**config.mk**
```make
export PLATFORM = sky130hd
export DESIGN_NAME = regfile_decoded
export DESIGN_NICKNAME = d
export VERILOG_FILES = /design/src/rtl/regfile_pkg.sv /design/src/rtl/onehot_decoder.sv /design/src/rtl/regfile_decoded.sv
export SDC_FILE = /design/constraint.sdc
export NUM_CORES = 1
export LEC_CHECK = 0
export ABC_AREA = 1
export CAP_MARGIN = 20
export CORE_ASPECT_RATIO = 1.2
export CORE_MARGIN = 2
export CORE_UTILIZATION = 55
export DETAILED_ROUTE_END_ITERATION = 8
export PLACE_DENSITY = 0.71
export SETUP_SLACK_MARGIN = 0.05
export SLEW_MARGIN = 10
export SYNTH_ARGS = -nofsm -noshare
export SYNTH_HDL_FRONTEND = slang
export SYNTH_HIERARCHICAL = 1
export SYNTH_SLANG_ARGS = --single-unit
```
**constraint.sdc**
```tcl
create_clock -name clk -period 2.9 [get_ports clk]
set_clock_uncertainty 0.15 [all_clocks]
set_input_delay 0.29 -clock clk [delete_from_list [all_inputs] [get_ports clk]]
set_output_delay 0.29 -clock clk [all_outputs]
set_load 0.005 [all_outputs]
```
**src/rtl/regfile_pkg.sv**
```systemverilog
// Shared constants for the decoded register file: default data and address
// widths, and the register count derived from the address width.
package regfile_pkg;

    localparam int DEFAULT_DATA_W   = 32;
    localparam int DEFAULT_ADDR_W   = 4;
    localparam int DEFAULT_NUM_REGS = 2 ** DEFAULT_ADDR_W;

endpackage : regfile_pkg

```
**src/rtl/onehot_decoder.sv**
```systemverilog
// Binary-to-one-hot decoder of any address width. With en low the output is
// all zeros, otherwise exactly the bit selected by addr is set.
module onehot_decoder #(
    parameter int ADDR_W = 4
) (
    input  logic                 en,
    input  logic [ADDR_W-1:0]    addr,
    output logic [2**ADDR_W-1:0] onehot
);

    // Clear every select line, then raise the addressed one when enabled
    always_comb begin
        onehot = '0;
        if (en) begin
            onehot[addr] = 1'b1;
        end
    end

endmodule : onehot_decoder

```
**src/rtl/regfile_decoded.sv**
```systemverilog
// Register file with one write port, two read ports, a per-register busy
// scoreboard (reserve at issue, release at write-back), optional same-cycle
// write-to-read bypass and an optional hardwired zero register.
module regfile_decoded
    import regfile_pkg::*;
#(
    parameter int DATA_W   = DEFAULT_DATA_W,
    parameter int ADDR_W   = DEFAULT_ADDR_W,
    parameter int ZERO_REG = 1,
    parameter int BYPASS   = 1
) (
    input  logic                 clk,
    input  logic                 reset,
    input  logic                 we,
    input  logic [ADDR_W-1:0]    waddr,
    input  logic [DATA_W-1:0]    wdata,
    input  logic [ADDR_W-1:0]    raddr1,
    input  logic [ADDR_W-1:0]    raddr2,
    output logic [DATA_W-1:0]    rdata1,
    output logic [DATA_W-1:0]    rdata2,
    input  logic                 rsv,
    input  logic [ADDR_W-1:0]    rsv_addr,
    output logic                 busy1,
    output logic                 busy2,
    output logic [2**ADDR_W-1:0] busy_vec
);

    localparam int NUM_REGS = 2 ** ADDR_W;

    // Register 0 is masked out of both write and reserve selects when it is
    // hardwired, so it never changes and its busy bit stays 0 after reset.
    localparam logic [NUM_REGS-1:0] ZERO_MASK =
        (ZERO_REG != 0) ? NUM_REGS'(1) : '0;

    logic [NUM_REGS-1:0] wsel;
    logic [NUM_REGS-1:0] rsel;
    logic [NUM_REGS-1:0] wselEff;
    logic [NUM_REGS-1:0] rselEff;

    logic [DATA_W-1:0]   regs_q [NUM_REGS];
    logic [NUM_REGS-1:0] busy_q;
    logic [NUM_REGS-1:0] busy_d;

    logic                bypassHit1;
    logic                bypassHit2;

    onehot_decoder #(.ADDR_W(ADDR_W)) u_wsel_dec (
        .en     (we),
        .addr   (waddr),
        .onehot (wsel)
    );

    onehot_decoder #(.ADDR_W(ADDR_W)) u_rsel_dec (
        .en     (rsv),
        .addr   (rsv_addr),
        .onehot (rsel)
    );

    assign wselEff = wsel & ~ZERO_MASK;
    assign rselEff = rsel & ~ZERO_MASK;

    // Each selected register loads the write data; reset clears the whole array
    always_ff @(posedge clk) begin
        if (reset) begin
            for (int i = 0; i < NUM_REGS; i++) begin
                regs_q[i] <= '0;
            end
        end else begin
            for (int i = 0; i < NUM_REGS; i++) begin
                if (wselEff[i]) begin
                    regs_q[i] <= wdata;
                end
            end
        end
    end

    // Scoreboard next state: a new reservation beats a same-cycle release
    always_comb begin
        busy_d = busy_q;
        for (int i = 0; i < NUM_REGS; i++) begin
            if (rselEff[i]) begin
                busy_d[i] = 1'b1;
            end else if (wselEff[i]) begin
                busy_d[i] = 1'b0;
            end
        end
    end

    // Busy bits register the scoreboard next state, cleared on reset
    always_ff @(posedge clk) begin
        if (reset) begin
            busy_q <= '0;
        end else begin
            busy_q <= busy_d;
        end
    end

    assign bypassHit1 = (BYPASS != 0) && we && (waddr == raddr1);
    assign bypassHit2 = (BYPASS != 0) && we && (waddr == raddr2);

    // Read muxes: zero register first, then forwarded write data, then storage
    always_comb begin
        rdata1 = regs_q[raddr1];
        if ((ZERO_REG != 0) && (raddr1 == '0)) begin
            rdata1 = '0;
        end else if (bypassHit1) begin
            rdata1 = wdata;
        end
        rdata2 = regs_q[raddr2];
        if ((ZERO_REG != 0) && (raddr2 == '0)) begin
            rdata2 = '0;
        end else if (bypassHit2) begin
            rdata2 = wdata;
        end
    end

    assign busy1    = busy_q[raddr1];
    assign busy2    = busy_q[raddr2];
    assign busy_vec = busy_q;

endmodule : regfile_decoded

```
# Word level (Yosys, flattened, before mapping)
# Memories as Yosys holds them, arrays and structs flattened.
# Index checks and enable logic that the tools add are counted.
# classes
order_cmp	6
eq_ne	2
mux	106
bitwise	15
reduce_logical	21
# op_table
cell	n
$mux 32	19
$mux 1	81
$mux 16	2
$reduce_bool 2->1	15
$lt 4x5->1 const B	4
$or 1x1->1	15
$bmux 1 s4	2
$demux 1 s4	2
$eq 4x4->1	2
$ge 4x1->1 const B	2
$logic_not 4->1	2
$logic_and 1x1->1	4
# word_totals
regBits	15
ram_bits	512
output_inout_bits	82
memories	1
# mem_list
memory	depth	width	rd	rd_clocked_by_memory_dff	write_ports	line_no	text
regs_q	16	32	2	0	16	regfile_decoded.sv:40	logic [DATA_W-1:0] regs_q [NUM_REGS];

# Longest topological paths before layout
# depth
ltp_word	9
mapped_depth	12
ltp_nobuf	9

# By module
# The synthesis kept the hierarchy.
# modules_own_cells
mod	instances	cells_each	area_per_inst_um2	seq_area_each_um2
regfile_decoded	1	3844	28508.6	14714.1
onehot_decoder (u_wsel_dec)	1	32	126.4	0.0
onehot_decoder (u_rsel_dec)	1	28	110.1	0.0

# Least setup slack after synthesis
# Ideal clock, no wire load.
# synth_timing
kind	in2reg
from	in reset
to	mem regs_q[10][0] (netlist name) (enable)
setup_time_ns	0.478
arrival_ns	1.451
slack_ns	0.822
path_stages	4
n_path_buf	2
path_cell_list	inv_1 -> buf_2 -> buf_1 -> nand2_1
# synth_lines
element	line_no	text
start: declaration	regfile_decoded.sv:13	input logic reset,
end: declaration	regfile_decoded.sv:40	

==> metrics.yaml <==
status: "finished, final reports clean"
routed_wl_um: 101200
post_drt_wl_per_cell_um: 21.36
total_leakage_power_uw: 0.01551
setup_viol: 0
cp_common_cell: "nor2_1"
p_per_area_nw_per_um2: 561.5
slowest_stage: "clkdlybuf4s50_1"
setup.worst_path.end_class: "primary output"
grtUsageTotal_pct: 37.12
ant_nets: 0
core_area_um2: 51460
grt_pass1_vias: 25580
hold_class: "input port to register"
ys_warn_count: 6
period_share_pct: 96.29
crit_fanout: 2
fin_area_um2: 33560
layout_common_cells: "nand2_1 (1327), nor2_1 (706), edfxtp_1 (480), nand3_1 (461), inv_1 (357)"
place_congestion: 0.9568
cts_buffers: 52
dr.pass1.iters: 6
fmax_mhz: 358.1
grt_pass1_wl_um: 149900
maxSlewViolCount: 0
numPortBuffers: 132
placed_cell_area_um2: 31540
crit_arrival_ns: 2.35
drive_above_1_share_pct: 7.275
initial_core_util_pct: 55.83
maxCapViolCount: 0
vias: 27290
fin_nets: 4051
met1_length_um: 36560
worst_pin_slew_ns: 0.5053
mostFrequentLayoutCell: "nand2_1"
antenna_found_initial: 1
io_pins: 134
syn_area_um2: 28730
h-tree-depth: 2
slowest_delay_ns: 0.51
finalSetupTns_ns: 0
maxSlewHeadroom_pct: 66.11
drcViolationCount: 0
dieArea_um2: 54090
crit_type: "register to primary output"
synthesis.instances: 3901
path_cells: "inv_1 -> nand2_1 -> nand3_1 -> nand3_1 -> nand2_1 -> nor2_1 -> nor2_1 -> nor2_1 -> clkdlybuf4s50_1"
syn-mean-instance-area_um2: 7.366
max-vdd-ir-drop_v: 0.0004585
top_layer: "met4"
wl_met3_um: 14480
area_growth_pct: 16.80
clk_latency_ns: 0.60
cts_tree: "yes"
viasPerCell: 5.759
grt_setup_unrepaired: "yes"
met2_length_um: 45230
num_rows: 91
startpoint_type: "register"
syn_nets: 3953
min_period_ns: 2.792
clkSlewWorstSetupHoldPaths_ns: 0.07
worstPathRequired_ns: 2.46
finalHoldViolations: 0
diodes: 0
die_y_um: 254.4
dp_hpwl_um: 61920
dieWidth_um: 212.7
cts_buffer_depth: 3
clockRootBuffer: "clkbuf_16"
drtIter0Drc: 3232
overflow: 0
cts.sinks: 495
grt_max_degree: 77
==> area by class of cell <==
class	count	area, um2
clock inverters	34	414.1
fillers	4508	17900
clock buffers	62	1360
repair buffers	291	3277
flip-flops and latches	495	14710
multi-input cells	2762	11420
well taps	697	872.1
inverters	397	1503
==> power by group <==
part | leakage, uW | switching (uW) | total (uW) | internal, uW
logic | 0.00991 | 2100 | 3210 | 1110
clock network | 0.000865 | 2850 | 7070 | 4220
registers | 0.00474 | 197 | 8570 | 8370
==> per-stage QoR <==
step | total power [uW] | utilization (%) | hold slack [ns] | std cells | setup slack, ns
after floorplan | 10430 | - | 0.3506 | 3901 | 0.8215
after global placement | 11760 | 61.29 | 0.3771 | 4634 | 0.09489
after detailed placement | 11810 | 61.29 | 0.3809 | 4634 | 0.05754
after CTS | 18770 | 64.76 | 0.3646 | 4731 | 0.05404
after global routing | 19460 | 65.21 | 0.1751 | 4738 | 0.02414
final | 18850 | 65.21 | 0.1459 | 4738 | 0.1075
==> worst max-delay path: cells and delay by family, from the launching register on <==
| family | cells | cell delay (ns) |
|---|---|---|
| DFF | 1 | 0.36 |
| and+or+nand+nor | 7 | 0.83 |
| buffers and inverters | 2 | 0.56 |
==> sequential cells by signal, indices dropped and copies added, names as in the netlist <==
name	count
busy_vec	15
regs_q	480
==> worst paths after layout <==
check | from | endpoint | slack (ns) | depth (start not counted)
max | regs_q[9][18] | rdata1[18] | 0.11 | 9
min | waddr[0] | busy_vec[1] | 0.15 | 6
max reg2reg | busy_vec[9] | busy_vec[9] | 2.06 | 2
min reg2reg | busy_vec[15] | busy_vec[15] | 0.40 | 2
==> routing by layer <==
metal | track usage, % | up-vias
met4 | 17.94 | 0
met2 | 58.59 | 1957
met3 | 9.100 | 382
met1 | 48.18 | 12410
li1 | - | 12530
met5 | 0 | -
==> repair_timing <==
action / CTS / global route
endpoints found under the setup margin: 0 / 47
resized for setup: 0 / 45
buffers inserted: 0 / 4
hold buffers: 1 / 0
endpoints found under the hold margin: 2 / 0
Note: power is estimated with default switching activity, not from simulation.
